==> src/rtl/time_set_ctrl.sv <==
// time_set_ctrl: push-button time-setting front end for the HH:MM:SS counter.
// Synchronises and debounces MODE/INC, walks HH -> MM -> SS -> commit, freezes
// the counter while editing and issues a one-cycle parallel load on commit.
module time_set_ctrl #(
    parameter int unsigned DEB_CYCLES = 4,
    parameter int unsigned TIMEOUT    = 1024
) (
    input  logic       i_clk,
    input  logic       i_rst,
    input  logic       i_btn_mode,
    input  logic       i_btn_inc,
    input  logic [7:0] i_hh,
    input  logic [7:0] i_mm,
    input  logic [7:0] i_ss,
    input  logic       i_pm,
    output logic       o_run_en,
    output logic       o_load,
    output logic [7:0] o_hh,
    output logic [7:0] o_mm,
    output logic [7:0] o_ss,
    output logic       o_pm,
    output logic [1:0] o_field
);

    localparam int unsigned CW = (DEB_CYCLES > 1) ? $clog2(DEB_CYCLES) : 1;
    localparam int unsigned TW = $clog2(TIMEOUT);

    localparam logic [CW-1:0] DEB_LAST = CW'(DEB_CYCLES - 1);
    localparam logic [TW-1:0] TMO_LAST = TW'(TIMEOUT - 1);

    typedef enum logic [2:0] {
        ST_RUN,
        ST_SET_HH,
        ST_SET_MM,
        ST_SET_SS,
        ST_COMMIT
    } state_e;

    // ------------------------------------------------------------------
    // Button path: index 0 = MODE, index 1 = INC
    // ------------------------------------------------------------------
    logic [1:0]    btn_raw;
    logic [1:0]    sync1_q, sync2_q;
    logic [1:0]    deb_q, deb_d;
    logic [1:0]    press_q, press_d;
    logic [CW-1:0] dcnt_q [2];
    logic [CW-1:0] dcnt_d [2];

    assign btn_raw = {i_btn_inc, i_btn_mode};

    // Stability counter per button; a press is flagged on the same edge the
    // debounced level rises, so releases never produce a pulse.
    always_comb begin
        deb_d   = deb_q;
        press_d = '0;
        for (int unsigned i = 0; i < 2; i++) begin
            dcnt_d[i] = '0;
            if (sync2_q[i] != deb_q[i]) begin
                if (dcnt_q[i] == DEB_LAST) begin
                    deb_d[i]   = sync2_q[i];
                    press_d[i] = sync2_q[i];
                end else begin
                    dcnt_d[i] = dcnt_q[i] + 1'b1;
                end
            end
        end
    end

    // Synchroniser, debounce and press-pulse registers
    always_ff @(posedge i_clk or negedge i_rst) begin
        if (!i_rst) begin
            sync1_q   <= '0;
            sync2_q   <= '0;
            deb_q     <= '0;
            press_q   <= '0;
            dcnt_q[0] <= '0;
            dcnt_q[1] <= '0;
        end else begin
            sync1_q   <= btn_raw;
            sync2_q   <= sync1_q;
            deb_q     <= deb_d;
            press_q   <= press_d;
            dcnt_q[0] <= dcnt_d[0];
            dcnt_q[1] <= dcnt_d[1];
        end
    end

    logic mode_p, inc_p;
    assign mode_p = press_q[0];
    assign inc_p  = press_q[1] & ~press_q[0];   // MODE wins a same-cycle tie

    // ------------------------------------------------------------------
    // BCD step helpers
    // ------------------------------------------------------------------
    function automatic logic [7:0] hh_step(input logic [7:0] h);
        logic [7:0] r;
        if (h == 8'h12)            r = 8'h01;
        else if (h[3:0] == 4'd9)   r = {h[7:4] + 4'd1, 4'd0};
        else                       r = {h[7:4], h[3:0] + 4'd1};
        return r;
    endfunction

    function automatic logic [7:0] mm_step(input logic [7:0] m);
        logic [7:0] r;
        if (m == 8'h59)            r = 8'h00;
        else if (m[3:0] == 4'd9)   r = {m[7:4] + 4'd1, 4'd0};
        else                       r = {m[7:4], m[3:0] + 4'd1};
        return r;
    endfunction

    // ------------------------------------------------------------------
    // Field-select FSM
    // ------------------------------------------------------------------
    state_e        state_q, state_d;
    logic [TW-1:0] tcnt_q, tcnt_d;
    logic [7:0]    hh_q, hh_d, mm_q, mm_d, ss_q, ss_d;
    logic          pm_q, pm_d;
    logic          run_en_q, run_en_d;
    logic          load_q, load_d;
    logic [1:0]    field_q, field_d;

    // Next state, shadow edits, idle timeout and registered output decode
    always_comb begin
        state_d = state_q;
        tcnt_d  = tcnt_q;
        hh_d    = hh_q;
        mm_d    = mm_q;
        ss_d    = ss_q;
        pm_d    = pm_q;

        unique case (state_q)
            ST_RUN: begin
                tcnt_d = '0;
                if (mode_p) begin
                    hh_d    = i_hh;
                    mm_d    = i_mm;
                    ss_d    = i_ss;
                    pm_d    = i_pm;
                    state_d = ST_SET_HH;
                end
            end
            ST_SET_HH, ST_SET_MM, ST_SET_SS: begin
                if (mode_p) begin
                    tcnt_d = '0;
                    unique case (state_q)
                        ST_SET_HH: state_d = ST_SET_MM;
                        ST_SET_MM: state_d = ST_SET_SS;
                        default:   state_d = ST_COMMIT;
                    endcase
                end else if (inc_p) begin
                    tcnt_d = '0;
                    unique case (state_q)
                        ST_SET_HH: begin
                            hh_d = hh_step(hh_q);
                            if (hh_q == 8'h11) pm_d = ~pm_q;
                        end
                        ST_SET_MM: mm_d = mm_step(mm_q);
                        default:   ss_d = 8'h00;
                    endcase
                end else if (tcnt_q == TMO_LAST) begin
                    tcnt_d  = '0;
                    state_d = ST_RUN;
                end else begin
                    tcnt_d = tcnt_q + 1'b1;
                end
            end
            default: begin
                tcnt_d  = '0;
                state_d = ST_RUN;
            end
        endcase

        run_en_d = (state_d == ST_RUN);
        load_d   = (state_d == ST_COMMIT);
        unique case (state_d)
            ST_SET_HH: field_d = 2'd1;
            ST_SET_MM: field_d = 2'd2;
            ST_SET_SS: field_d = 2'd3;
            default:   field_d = 2'd0;
        endcase
    end

    // State, timeout counter, shadow time and output registers
    always_ff @(posedge i_clk or negedge i_rst) begin
        if (!i_rst) begin
            state_q  <= ST_RUN;
            tcnt_q   <= '0;
            hh_q     <= 8'h12;
            mm_q     <= 8'h00;
            ss_q     <= 8'h00;
            pm_q     <= 1'b0;
            run_en_q <= 1'b1;
            load_q   <= 1'b0;
            field_q  <= 2'd0;
        end else begin
            state_q  <= state_d;
            tcnt_q   <= tcnt_d;
            hh_q     <= hh_d;
            mm_q     <= mm_d;
            ss_q     <= ss_d;
            pm_q     <= pm_d;
            run_en_q <= run_en_d;
            load_q   <= load_d;
            field_q  <= field_d;
        end
    end

    assign o_run_en = run_en_q;
    assign o_load   = load_q;
    assign o_field  = field_q;
    assign o_hh     = hh_q;
    assign o_mm     = mm_q;
    assign o_ss     = ss_q;
    assign o_pm     = pm_q;

endmodule

==> config.mk <==
export PLATFORM = sky130hd
export DESIGN_NAME = time_set_ctrl
export DESIGN_NICKNAME = d
export VERILOG_FILES = /design/src/rtl/time_set_ctrl.sv
export SDC_FILE = /design/constraint.sdc
export NUM_CORES = 1
export LEC_CHECK = 0
export CAP_MARGIN = 5
export CORE_MARGIN = 4
export CORE_UTILIZATION = 44
export CTS_CLUSTER_DIAMETER = 150
export DETAILED_ROUTE_END_ITERATION = 12
export GPL_TIMING_DRIVEN = 0
export PLACE_DENSITY = 0.7
export REMOVE_ABC_BUFFERS = 1
export SKIP_CTS_REPAIR_TIMING = 1
export SLEW_MARGIN = 20
export SYNTH_ARGS = -nofsm -noshare
export SYNTH_HDL_FRONTEND = slang
export SYNTH_SLANG_ARGS = --single-unit
==> constraint.sdc <==
create_clock -name i_clk -period 2 [get_ports i_clk]
set_input_delay 0.5 -clock i_clk [delete_from_list [all_inputs] [get_ports i_clk]]
set_output_delay 0.5 -clock i_clk [all_outputs]
set_load 0.02 [all_outputs]
==> run metrics <==
critical register-to-register path endpoint o_hh[5]$_DFFE_PN0P_; synth warn 0; io pins 58; clk slew on worst S/H paths 0.10 ns; wire length per cell between 10 and 15 um; Critical Path Max Stage Delay 0.59 ns; status finished, final reports clean; Fill cells 524; Tot Pwr 4860 uW; Die W 87.8 um; Tcrit/Tclk final 0.964; TritonRoute pass-1 iters 4; overflow left after global routing 0; CTS Buffer Depth 2; PortBufs 57; drt via density 5.29; layout cell share with drive strength beyond 1 0.0957; WP data arrival 1.43 ns; Num Clock Sinks between 50 and 60; Nets 361; Primary FF master, synth dfrtp_1; endpoints failing setup 0; Core Region 6060 um^2; GRT Resource Usage Total 0.155; crit-path cells clkdlybuf4s50_1; Post-synth EDFFs 0; first-pass GRT wire length 9.45 mm; Max Cap Viol 0; Die Y 87.8 um; path depth of the worst reg2reg path 4; FF-to-FF Start state_q[0]$_DFF_PN0_; Gate Count Post-Synth 268; # DRC 0; largest net degree at the start of global routing 55; flop2flop setup slack 0.14 ns; CTS tree yes; min-delay worst type input port to asynchronous set/reset pin; Top delay family on crit path buffers and inverters; DIE AREA 7700 um^2; Worst IR Drop VDD between 0.7 and 0.8 mV; vias post-DR 2109; kind of critical path register to output port; Req. time, crit path 1.50 ns; Synth Register Bits 54; Post-Syn Area 2800 um^2; area of the multi-input gates 1310 um^2; Initial Utilization 0.462; Antenna Nets Post-Route 0; n_diodes 0; Final Hold Fails 0; Detailed Place HPWL 3.84 mm; Site Rows 28; Cell Pwr Density between 1000 and 1500 nW/um^2; CP max stage cell clkdlybuf4s50_1; headroom to the max-slew limit 0.453; Crit. End Element output port; Worst-Skew Late Latency 0.31 ns; synth-to-layout area growth 25.6%; sequential share of the synthesized area 0.484; post-layout min period 1.93 ns; clk root buf clkbuf_8; final WL 5.62 mm; initial antenna violation count 0; CP Launch Type register; CTS buffer count 5; initial DRC count slightly below 90; leak pwr 0.00153 uW; max-slew violation count 0; Slew @ Worst Pin about 0.8 ns; Final Core Density 0.581; crit path buf inv count 1; H-tree levels 2; Fmax 0.519 GHz; Avg Cell Area, Syn 10.4 um^2; setup TNS 0 ns; FF+latch area 1360 um^2; Worst Skew 0.00816 ns; crit path max fanout 1; RSZ-0062 raised after global routing false; vias in the first global route 2034; Yosys cell types 62; Post-synth ARST share 1.00; routability cong. approximately 0.76
[placed cells by master, fill, tap and decap left out, drive strengths merged, types with 3 or more instances in the layout]
| master | synthesis | final |
|---|---|---|
| o2bb2ai | 3 | 3 |
| a211oi | 3 | 3 |
| xor2 | 6 | 6 |
| a221oi | 3 | 3 |
| a21oi | 10 | 10 |
| dfrtp | 51 | 51 |
| clkbuf | 1 | 6 |
| or2 | 3 | 3 |
| dlymetal6s2s | 0 | 3 |
| nor2b | 4 | 4 |
| nand2 | 25 | 25 |
| dfstp | 3 | 3 |
| nor3 | 8 | 8 |
| nand4 | 4 | 4 |
| nand2b | 3 | 3 |
| o22ai | 6 | 6 |
| mux2 | 4 | 4 |
| and3b | 3 | 3 |
| nand3b | 4 | 4 |
| xnor2 | 6 | 6 |
| mux2i | 9 | 9 |
| nor2 | 20 | 20 |
| o21bai | 2 | 3 |
| and3 | 3 | 3 |
| clkdlybuf4s50 | 0 | 53 |
| inv | 21 | 22 |
| o21ai | 9 | 9 |
| ha | 9 | 9 |
| nand3 | 6 | 6 |
[cell type report]
class / count / share of cell area
clock inverters: 2 / 0.00462
well taps: 75 / 0.0267
repair buffers: 57 / 0.164
flip-flops and latches: 54 / 0.386
inverters: 21 / 0.0224
clock buffers: 6 / 0.0235
multi-input cells: 184 / 0.373
[Yosys cell counts (2+ instances only)]
library cell	n	area, um^2
o31ai_1	2	15.0
buf_6	2	22.5
mux2i_1	9	90.1
ha_1	9	113
a211oi_1	3	22.5
a311oi_1	2	17.5
nand3_1	6	30.0
xor2_1	6	52.6
nor2_1	19	71.3
or2_1	2	12.5
nand2b_1	3	18.8
o21ai_1	5	25.0
o22ai_1	6	37.5
mux2_1	2	22.5
xnor2_1	6	52.6
nand3b_1	4	30.0
a2bb2oi_1	2	17.5
nand4_1	4	25.0
a31oi_1	2	12.5
a21oi_1	9	45.0
nor2b_1	4	25.0
o2bb2ai_1	3	26.3
buf_4	2	15.0
nor4_1	2	12.5
and3b_1	3	26.3
and2_1	2	12.5
and3_1	3	18.8
mux2_2	2	22.5
o211ai_1	2	15.0
dfstp_2	3	78.8
dfrtp_1	51	1280
inv_1	21	78.8
nand2_1	25	93.8
buf_2	5	25.0
nor3_1	7	35.0
o21ai_0	4	20.0
[kinds of logic after synthesis]
family	share of synthesized area
AOI/OAI and AO/OA	0.158
xor gates and xnor gates	0.0375
adders and majority gates	0.0402
buffers and inverters	0.0518
and+or+nand+nor	0.181
DFF	0.484
muxes	0.0483
[state kept, by name, indices dropped and copies added (netlist names)]
register,flops
o_mm,8
o_load,1
sync1_q,2
state_q,3
o_field,2
dcnt_q,4
o_run_en,1
o_ss,8
sync2_q,2
deb_q,2
o_pm,1
o_hh,8
tcnt_q,10
press_q,2
[power by group]
part / switching, uW / total [uW] / internal (uW)
Combinational: 1220 / 2290 / 1070
Sequential: 432 / 1920 / 1490
Clock: 367 / 652 / 286
[layer usage]
metal	share of wire	wire length [um]	vias to the layer above	track usage
met5	0	0	-	0
met4	0.016	91	0	0.0586
met3	0.047	265	5	0.0357
met2	0.46	2580	51	0.238
met1	0.48	2680	996	0.214
li1	-	-	1057	-
[through the flow]
stage                     instances  area, um^2  setup slack, ns  hold WS (ns)
after floorplan                 258        2730            0.225         0.204
after detailed placement        390        3400          -0.0595         0.338
after global placement          390        3400            -1.22         0.333
after CTS                       398        3490          -0.0815         0.246
after global routing            399        3520           0.0153         0.273
final                           399        3520           0.0722         0.215
[how the worst max path moves through the flow]
stage | start | endpoint | slack (ns) | depth (start not counted)
final | o_run_en$_DFF_PN1_ | o_run_en | 0.07 | 1
after global routing | o_mm[6]$_DFFE_PN0P_ | o_mm[6] | 0.02 | 1
after CTS | state_q[1]$_DFF_PN0_ | o_hh[5]$_DFFE_PN0P_ | -0.08 | 4
after detailed placement | state_q[1]$_DFF_PN0_ | o_hh[5]$_DFFE_PN0P_ | -0.06 | 4
after global placement | i_rst | o_hh[6]$_DFFE_PN0P_ | -1.22 | 1
after floorplan | o_hh[4]$_DFFE_PN1P_ | o_hh[5]$_DFFE_PN0P_ | 0.23 | 5
Power figures use the tool's default switching activity.
==> RTL change: new RTL, same flow settings <==
The parameter `DEB_CYCLES` goes from 4 to 8.
--- a/src/rtl/time_set_ctrl.sv
+++ b/src/rtl/time_set_ctrl.sv
@@ -3,5 +3,5 @@
 // the counter while editing and issues a one-cycle parallel load on commit.
 module time_set_ctrl #(
-    parameter int unsigned DEB_CYCLES = 4,
+    parameter int unsigned DEB_CYCLES = 8,
     parameter int unsigned TIMEOUT    = 1024
 ) (
Behaviour: not the same (Yosys sat finds a counterexample within 10 cycles, from zero or initial values and one cycle with i_rst low).
==> RTL change against the unedited design <==
- design area grew 2.5%
- setup slack lost 9.1 ps
- sequential cell count increased by 2
- routed wire length increased by 8.6%
- sequential power fell by 9%
- power fell by 19%
- synthesized area rose by 2.6%
- global-route usage rose by 0.28 points
- highest routed layer unchanged
==> RTL change: results (changes against the unedited design) <==
OUTCOME='completed'
PRE_CTS_SLACK_PS=-375  # -316 ps
WORST_R2R_PATH_DEPTH=4  # unchanged
FIN_WORST_SKEW_PS=6.78  # -1.38 ps
ROUTED-VIA-COUNT=2228  # +5.6%
LARGEST_REG_FLOPS=10  # unchanged
FINALWEIGHTEDCONGESTION=0.810  # +7.0%
GLOBAL_ROUTE.USAGE.TOTAL_PCT=15.8  # +0.28 points
GRT_START_MAX_NET_PINS=57  # +3.6%
SYNTH-SEQ-AREA-SHARE_PCT=48.9  # +0.50 points
GRT_PASS1_WL_MM=9.93  # +5.0%
DETAILEDPLACEMENTHPWL_MM=3.99  # +4.2%
TOTALWIRELENGTH_MM=6.10  # +8.6%
REGTOREGSTARTPOINT='press_q[0]'
WORST_IR_DROP_VDD_mV=0.576  # -20%
TIMING.MAX_SLEW.REL_SLACK_PCT=49.2  # +3.9 points
DESIGN.FINAL.NETS=366  # +1.4%
CLOCK_INSERTION_DELAY_WORST_SKEW_PS=310  # about the same
PERIOD_SHARE_PCT=96.8  # +0.46 points
NUMBER_OF_NON_FILLER_INSTANCES_IN_THE_COMPLETED_LAYOUT=404  # +1.3%
FINAL_ANTENNA_NET_COUNT=0  # unchanged
PLACED_CELL_AREA_SQ_MM=0.00347  # +2.2%
SYNTH.TOP_CELLS.BY_AREA='sky130_fd_sc_hd__dfrtp_1 46%, sky130_fd_sc_hd__ha_1 4.8%, sky130_fd_sc_hd__dfstp_2 2.7%'
SYNTHESIS.AREA_PER_INSTANCE_SQ_UM=10.6  # +1.5%
WORST_HOLD_SLACK_PS=221  # +5.85 ps
RRSETUPSLACK_PS=70  # -70 ps
NETLIST_TOP_CELLS_COUNT='53 x sky130_fd_sc_hd__dfrtp_1, 20 x sky130_fd_sc_hd__inv_1, 18 x sky130_fd_sc_hd__nor2_1, 15 x sky130_fd_sc_hd__nand2_1, 14 x sky130_fd_sc_hd__o21ai_0'
NFILLCELLS=549  # +4.8%
POST_SYNTH_CELL_TYPES=55  # -11%
DRIVE_GT1_SHARE_PCT=10.1  # +0.52 points
DETAILED_ROUTE_ITER0_VIOLATIONS=118  # +36%
POWER.STATIC_LEAKAGE_nW=1.61  # +5.0%
MULTIINPUTGATEAREA_SQ_MM=0.00136  # +3.7%
==> RTL change: cell count changes in the layout (fill, tap and decap cells not counted), moves of 3 or more <==
cell	unedited run	this run
sky130_fd_sc_hd__a2bb2oi_1	2	5
sky130_fd_sc_hd__o21ai_0	4	14
sky130_fd_sc_hd__mux2_2	2	5
sky130_fd_sc_hd__nand4_1	4	10
sky130_fd_sc_hd__mux2i_1	9	2
sky130_fd_sc_hd__nor3b_1	0	3
sky130_fd_sc_hd__a21oi_1	9	6
sky130_fd_sc_hd__nand2_1	25	15
==> RTL change: layer usage <==
layer	vias up	track usage, %	routed length (um)
li1	1094	-	-
met1	1080	21.2	2890
met2	49	26.0	2820
met3	5	3.26	328
met4	0	4.12	59
met5	-	0	0
==> RTL change: where the power goes <==
group	leakage [nW]	internal [mW]	total, mW	switching [mW]
sequential	0.663	1.43	1.74	0.307
combinational	0.900	0.747	1.58	0.833
clock	0.0445	0.250	0.630	0.381
total	1.61	2.43	3.95	1.52
==> RTL change: kinds of logic after synthesis <==
family                   synth area share (%)
AO/OA/AOI/OAI                            16.1
buffers and inverters                    4.96
flip-flops                               48.9
XOR/XNOR                                 3.66
AND/OR/NAND/NOR                          19.0
adder cells (fa/ha/maj)                  4.79
multiplexers                             2.66
==> RTL change: cell type report <==
type	count	area share (%)
clock buffers	5	1.91
multi-input cells	186	37.7
clock inverters	3	0.590
flip-flops and latches	56	39.1
inverters	20	2.08
well taps	77	2.67
repair buffers	57	15.9
==> RTL change: metrics by stage <==
stage	TNS (ps)	total power, mW
after floorplan	0	2.61
after global placement	-75280	3.25
after detailed placement	-2380	3.29
after CTS	-2830	3.94
after global routing	0	4.24
final	0	3.95
